## src/rtl/echo_pkg.sv

```systemverilog
// Shared definitions for the echo cancel path.
// Holds the default history depth and gain width, plus two helpers:
//   sat_signed    - clamps a signed value to the range of a narrower signed width
//   ptr_sub_wrap  - circular-buffer pointer subtraction without a divider
package echo_pkg;

    localparam int DELAY_MAX_DEF = 100;
    localparam int GAIN_W_DEF    = 16;

    // Clamp value to [-2^(width-1), 2^(width-1)-1]; width must be 2..63.
    function automatic logic signed [63:0] sat_signed(
        input logic signed [63:0] value,
        input int unsigned        width
    );
        logic signed [63:0] hi;
        logic signed [63:0] lo;
        hi = (64'sd1 <<< (width - 1)) - 64'sd1;
        lo = -(64'sd1 <<< (width - 1));
        if (value > hi) begin
            return hi;
        end
        if (value < lo) begin
            return lo;
        end
        return value;
    endfunction

    // (ptr - d) mod depth for ptr < depth and d <= depth.
    function automatic logic [15:0] ptr_sub_wrap(
        input logic [15:0] ptr,
        input logic [15:0] d,
        input logic [15:0] depth
    );
        return (ptr >= d) ? (ptr - d) : (ptr + depth - d);
    endfunction

endpackage

```

## src/rtl/echo_history_ram.sv

```systemverilog
// History buffer of recovered samples for echo_cancel.
// One synchronous write port, one asynchronous read port, no reset on the array.
// Ports:
//   i_clk    clock
//   i_we     write enable
//   i_waddr  write address
//   i_wdata  write data
//   i_raddr  read address
//   o_rdata  read data (combinational from the array)
module echo_history_ram #(
    parameter int DEPTH = 100,
    parameter int WIDTH = 32,
    parameter int AW    = 7
) (
    input  logic             i_clk,
    input  logic             i_we,
    input  logic [AW-1:0]    i_waddr,
    input  logic [WIDTH-1:0] i_wdata,
    input  logic [AW-1:0]    i_raddr,
    output logic [WIDTH-1:0] o_rdata
);

    logic [WIDTH-1:0] mem_q [DEPTH];

    always_ff @(posedge i_clk) begin
        if (i_we) begin
            mem_q[i_waddr] <= i_wdata;
        end
    end

    // A sample written at an edge is visible here for the whole next cycle,
    // which gives the write-first behaviour needed for a delay of 1. No
    // same-cycle forward is added: at delay DEPTH the read address equals the
    // write address and the old contents are the ones wanted.
    assign o_rdata = mem_q[i_raddr];

endmodule

```

## src/rtl/echo_cancel.sv

```systemverilog
// Echo canceller: recovers x[n] = y[n] - g*x[n-D] from an echoed, valid-qualified
// sample stream. D and g are loaded at runtime; loading them flushes history.
// Ports:
//   i_clk, i_rst_n     clock, asynchronous active-low reset
//   i_cfg_we           load i_delay / i_gain (clamped), flush history
//   i_delay, i_gain    echo delay in samples, unsigned Q1.(GAIN_W-1) gain
//   i_valid, i_data    echoed input sample y[n]
//   o_valid, o_data    recovered sample x[n], one cycle after the input
module echo_cancel
    import echo_pkg::*;
#(
    parameter int DATA_WIDTH_IN  = 32,
    parameter int DATA_WIDTH_OUT = 32,
    parameter int DELAY_MAX      = DELAY_MAX_DEF,
    parameter int GAIN_W         = GAIN_W_DEF
) (
    input  logic                             i_clk,
    input  logic                             i_rst_n,
    input  logic                             i_cfg_we,
    input  logic [$clog2(DELAY_MAX+1)-1:0]   i_delay,
    input  logic [GAIN_W-1:0]                i_gain,
    input  logic                             i_valid,
    input  logic [DATA_WIDTH_IN-1:0]         i_data,
    output logic                             o_valid,
    output logic [DATA_WIDTH_OUT-1:0]        o_data
);

    localparam int DLY_W  = $clog2(DELAY_MAX + 1);
    localparam int PTR_W  = (DELAY_MAX > 1) ? $clog2(DELAY_MAX) : 1;
    localparam int PROD_W = DATA_WIDTH_OUT + GAIN_W + 1;
    localparam int DIFF_W = DATA_WIDTH_OUT + 2;

    localparam logic [GAIN_W-1:0] GAIN_ONE  = {1'b1, {(GAIN_W-1){1'b0}}};
    localparam logic [DLY_W-1:0]  DLY_MAX_V = DLY_W'(DELAY_MAX);
    localparam logic [PTR_W-1:0]  PTR_LAST  = PTR_W'(DELAY_MAX - 1);

    logic [DLY_W-1:0]          d_cfg_q, d_cfg_d;
    logic [GAIN_W-1:0]         g_cfg_q, g_cfg_d;
    logic [PTR_W-1:0]          wr_ptr_q, wr_ptr_d;
    logic [DLY_W-1:0]          fill_q, fill_d;
    logic                      o_valid_q, o_valid_d;
    logic [DATA_WIDTH_OUT-1:0] o_data_q, o_data_d;

    logic [DLY_W-1:0]          d_eff;
    logic [GAIN_W-1:0]         g_eff;
    logic [DLY_W-1:0]          fill_eff;
    logic [PTR_W-1:0]          rd_idx;
    logic [DATA_WIDTH_OUT-1:0] rd_data;
    logic [DATA_WIDTH_OUT-1:0] hist;
    logic signed [PROD_W-1:0]  h_ext, g_ext, prod, echo;
    logic signed [DIFF_W-1:0]  diff;
    logic [DATA_WIDTH_OUT-1:0] x;

    echo_history_ram #(
        .DEPTH (DELAY_MAX),
        .WIDTH (DATA_WIDTH_OUT),
        .AW    (PTR_W)
    ) u_hist (
        .i_clk   (i_clk),
        .i_we    (i_valid),
        .i_waddr (wr_ptr_q),
        .i_wdata (x),
        .i_raddr (rd_idx),
        .o_rdata (rd_data)
    );

    // A config write takes effect for a sample arriving in the same cycle,
    // so the datapath works on the effective (not yet registered) values.
    always_comb begin
        d_eff    = d_cfg_q;
        g_eff    = g_cfg_q;
        fill_eff = fill_q;
        if (i_cfg_we) begin
            d_eff    = (i_delay > DLY_MAX_V) ? DLY_MAX_V : i_delay;
            g_eff    = (i_gain > GAIN_ONE) ? GAIN_ONE : i_gain;
            fill_eff = '0;
        end

        rd_idx = PTR_W'(ptr_sub_wrap(16'(wr_ptr_q), 16'(d_eff), 16'(DELAY_MAX)));

        // Only entries written since the last flush may contribute; D=0 is bypass.
        hist = ((d_eff != '0) && (fill_eff >= d_eff)) ? rd_data : '0;

        h_ext = PROD_W'($signed(hist));
        g_ext = PROD_W'($signed({1'b0, g_eff}));
        prod  = h_ext * g_ext;
        echo  = prod >>> (GAIN_W - 1);
        diff  = DIFF_W'($signed(i_data)) - DIFF_W'(echo);
        x     = DATA_WIDTH_OUT'(sat_signed(64'(diff), DATA_WIDTH_OUT));
    end

    always_comb begin
        d_cfg_d   = d_cfg_q;
        g_cfg_d   = g_cfg_q;
        wr_ptr_d  = wr_ptr_q;
        fill_d    = fill_eff;
        o_valid_d = i_valid;
        o_data_d  = o_data_q;

        if (i_cfg_we) begin
            d_cfg_d = d_eff;
            g_cfg_d = g_eff;
        end

        if (i_valid) begin
            wr_ptr_d = (wr_ptr_q == PTR_LAST) ? '0 : wr_ptr_q + PTR_W'(1);
            if (fill_eff < DLY_MAX_V) begin
                fill_d = fill_eff + DLY_W'(1);
            end
            o_data_d = x;
        end
    end

    always_ff @(posedge i_clk or negedge i_rst_n) begin
        if (!i_rst_n) begin
            d_cfg_q   <= '0;
            g_cfg_q   <= '0;
            wr_ptr_q  <= '0;
            fill_q    <= '0;
            o_valid_q <= 1'b0;
            o_data_q  <= '0;
        end else begin
            d_cfg_q   <= d_cfg_d;
            g_cfg_q   <= g_cfg_d;
            wr_ptr_q  <= wr_ptr_d;
            fill_q    <= fill_d;
            o_valid_q <= o_valid_d;
            o_data_q  <= o_data_d;
        end
    end

    assign o_valid = o_valid_q;
    assign o_data  = o_data_q;

endmodule
```

## config.mk

```make
export PLATFORM = sky130hd
export DESIGN_NAME = echo_cancel
export DESIGN_NICKNAME = d
export VERILOG_FILES = /design/src/rtl/echo_pkg.sv /design/src/rtl/echo_history_ram.sv /design/src/rtl/echo_cancel.sv
export SDC_FILE = /design/constraint.sdc
export NUM_CORES = 2
export LEC_CHECK = 0
export CAP_MARGIN = 20
export CORE_MARGIN = 8
export CORE_UTILIZATION = 45
export CTS_BUF_LIST = sky130_fd_sc_hd__clkbuf_8 sky130_fd_sc_hd__clkbuf_16
export DETAILED_ROUTE_END_ITERATION = 8
export PLACE_DENSITY = 0.71
export SETUP_SLACK_MARGIN = 0.4
export SYNTH_ARGS = -nofsm -noshare
export SYNTH_HDL_FRONTEND = slang
export SYNTH_SLANG_ARGS = --single-unit
export TNS_END_PERCENT = 10
```

## constraint.sdc

```tcl
create_clock -name i_clk -period 17.8 [get_ports i_clk]
set_input_delay 2.67 -clock i_clk [delete_from_list [all_inputs] [get_ports i_clk]]
set_output_delay 2.67 -clock i_clk [all_outputs]
set_load 0.01 [all_outputs]
```

==> run metrics <==
Hold Buf Count CTS=0; WP buf/inv=12; critical path fanouts, max=52; Yosys Warn Count=0; clock root cell=clkbuf_16; initial antenna violation count=17; # setup viols final=0; Die Footprint=between 0.3 and 0.4 mm²; Vias/cell=roughly 6.2; slowest stage delay, CP=0.67 ns; DRT iter0 DRCs=roughly 12000; first-pass GRT wire length=618 mm; final hold vios=0; fin. max-slew vios=0; ys async rst share=about 2.1%; syn_nets=9115; vias post-DR=roughly 84000; flop2flop setup slack=3.05 ns; vias in the first global route=84800; Syn Area/Cell=around 18 µm²; row count=between 200 and 250; DIE HEIGHT=between 500 and 600 µm; Tcrit/Tclk final=94.9%; Critical Path AT=about 18 ns; # Max-Cap Violations=0; Final #Nets=slightly below 10000; status=completed; fraction of layout cells with a size suffix above 1=22.9%; wire per inst=~32 µm; Detailed Place HPWL=269 mm; fin crit period=16.90 ns; most frequent cells in the layout=3200 x edfxtp_1, 800 x mux4_2, 712 x inv_1; CTS HTree Levels=5; Post-Syn Area=~0.15 mm²; Tot GR Track Use=24.7%; worst reg2reg path depth=51; type of the most critical hold path=reg2reg; WS Path Type=in2reg; ANT nets after route=0; IO Pins=92; CP startpoint kind=primary input; Critical Path Start=i_delay[5]; Post-synth EDFFs=3200; total CTS buffers=~340; gpl congestion=0.925; DRT Pass-1 Iters=7; clk_skew=around 0.095 ns; Port-buffer cells=a little over 90; DR DRC count=0; CTS tree=built; Slew headroom=21.5%; Crit path max-delay family=adder cells; Highest Clock Rate=59.2 MHz; CP max stage cell=o22ai_1; most frequent CP cell=fa_1; FF-to-FF Start=d_cfg_q[3]; Worst Setup End Kind=register; Clock Sinks=~3300; post-synth cell types=99; DP Cell Count=12900; clock latency on the worst-skew pair=0.95 ns; setup_tns=0 ns; drt total wl=436 mm; Starting Density=between 40% and 50%; slew of the pin with the lowest slew margin=1.17 ns; CP Depth=56; fin cells=between 10000 and 15000; Synth Register Bits=between 3000 and 4000; clock transition at the registers of the reported paths=approximately 0.060 ns; Area growth syn-to-layout=14.5%; largest net degree at the start of global routing=110; Cells after Synth=8395; RSZ-0062 raised after global routing=false; Chip Width=just under 600 µm; core region area=approximately 0.33 mm²; total grt overflow=0; # fillers=around 26000; Clock Tree Buf Depth=4; most common cell after layout, fill and taps aside=edfxtp_1; prevailing post-synth register cell=edfxtp_1; sequential area share after synthesis=66.5%; crit path capture=u_hist.mem_q[47][8]; Reg2Reg Capture Point=u_hist.mem_q[47][8]; Critical Path RT=around 19 ns
area by class of cell:
type	count	area, µm²	area share, %
Multi-Input combinational cell	4034	45800	27.2
Clock buffer	346	8600	5.11
Inverter	637	2390	1.42
Clock inverter	258	2000	1.19
Sequential cell	3270	97800	58.1
Antenna cell	7	17.5	0.0104
Tap cell	4346	5440	3.23
Timing Repair Buffer	602	6330	3.76
sequential cells by signal, summed over array words and instances (netlist names):
| signal | flops |
|---|---|
| u_hist.mem_q | 3200 |
| o_data | 32 |
| g_cfg_q | 16 |
| d_cfg_q | 7 |
| fill_q | 7 |
| wr_ptr_q | 7 |
| o_valid | 1 |
cell usage after synthesis, drive strengths merged (61+ instances only):
cell type  number  area share (%)
fa            491             6.7
mux4          800              12
buf           297             1.1
nand2b         61            0.26
a31oi         142            0.62
nand2         650             1.7
inv           637             1.6
nor2          356            0.93
dfrtp          70             1.2
edfxtp       3200              65
ha            170             1.4
a211oi        173            0.90
clkbuf        158            0.40
and3          160            0.68
a21oi         163            0.56
o21ai          83            0.30
or2           182            0.77
per-stage QoR:
step	util [%]	cell area [µm²]	hold slack [ns]	setup slack, ns
2_1_floorplan	-	147000	0.485	0.456
3_3_place_gp	48.2	157000	0.512	0.0853
3_5_place_dp	48.3	157000	0.517	0.0388
4_1_cts	51.5	168000	0.536	0.886
5_1_grt	51.6	168000	0.553	0.402
6_report	51.6	168000	0.534	0.902
per-layer routing:
layer / GRT usage [%] / wire (µm)
met1: 32.8 / 159000
met2: 37.7 / 196000
met3: 7.35 / 56900
met4: 11.3 / 24100
met5: 0 / 46
worst min-delay path by stage:
stage	start	endpoint	slack, ns	cells past startpoint
finish	o_data[31]	o_data[31]	0.53	2
global route	o_data[31]	o_data[31]	0.55	2
CTS	o_data[31]	o_data[31]	0.54	2
detailed placement	o_data[31]	o_data[31]	0.52	2
global placement	o_data[19]	o_data[19]	0.51	2
floorplan	g_cfg_q[15]	g_cfg_q[15]	0.49	2
what timing repair did:
item	in CTS	in global routing
resized for setup	0	20
setup buffers	0	15
setup endpoints to repair	0	3078
worst min-delay path, delay by kind of cell, from the launching register on:
family / cells / cell delay (ns)
flip-flops: 1 / 0.34
AO/OA/AOI/OAI: 1 / 0.10
AND/OR/NAND/NOR: 1 / 0.04
cell families (layout without fill, tap and decap cells):
| kind of cell | Yosys count | count (layout) | synth area share [%] |
|---|---|---|---|
| DFF | 3270 | 3270 | 66.5 |
| other | 0 | 7 | 0 |
| buffers and inverters | 1092 | 1843 | 3.15 |
| adders and majority gates | 662 | 662 | 8.14 |
| AOI/OAI and AO/OA | 781 | 781 | 3.62 |
| and+or+nand+nor | 1654 | 1655 | 5.45 |
| muxes | 857 | 857 | 12.6 |
| xor gates and xnor gates | 79 | 79 | 0.470 |
Power is not shown: default switching activity piles up to over one toggle a cycle in this logic, so the estimate is an artifact.
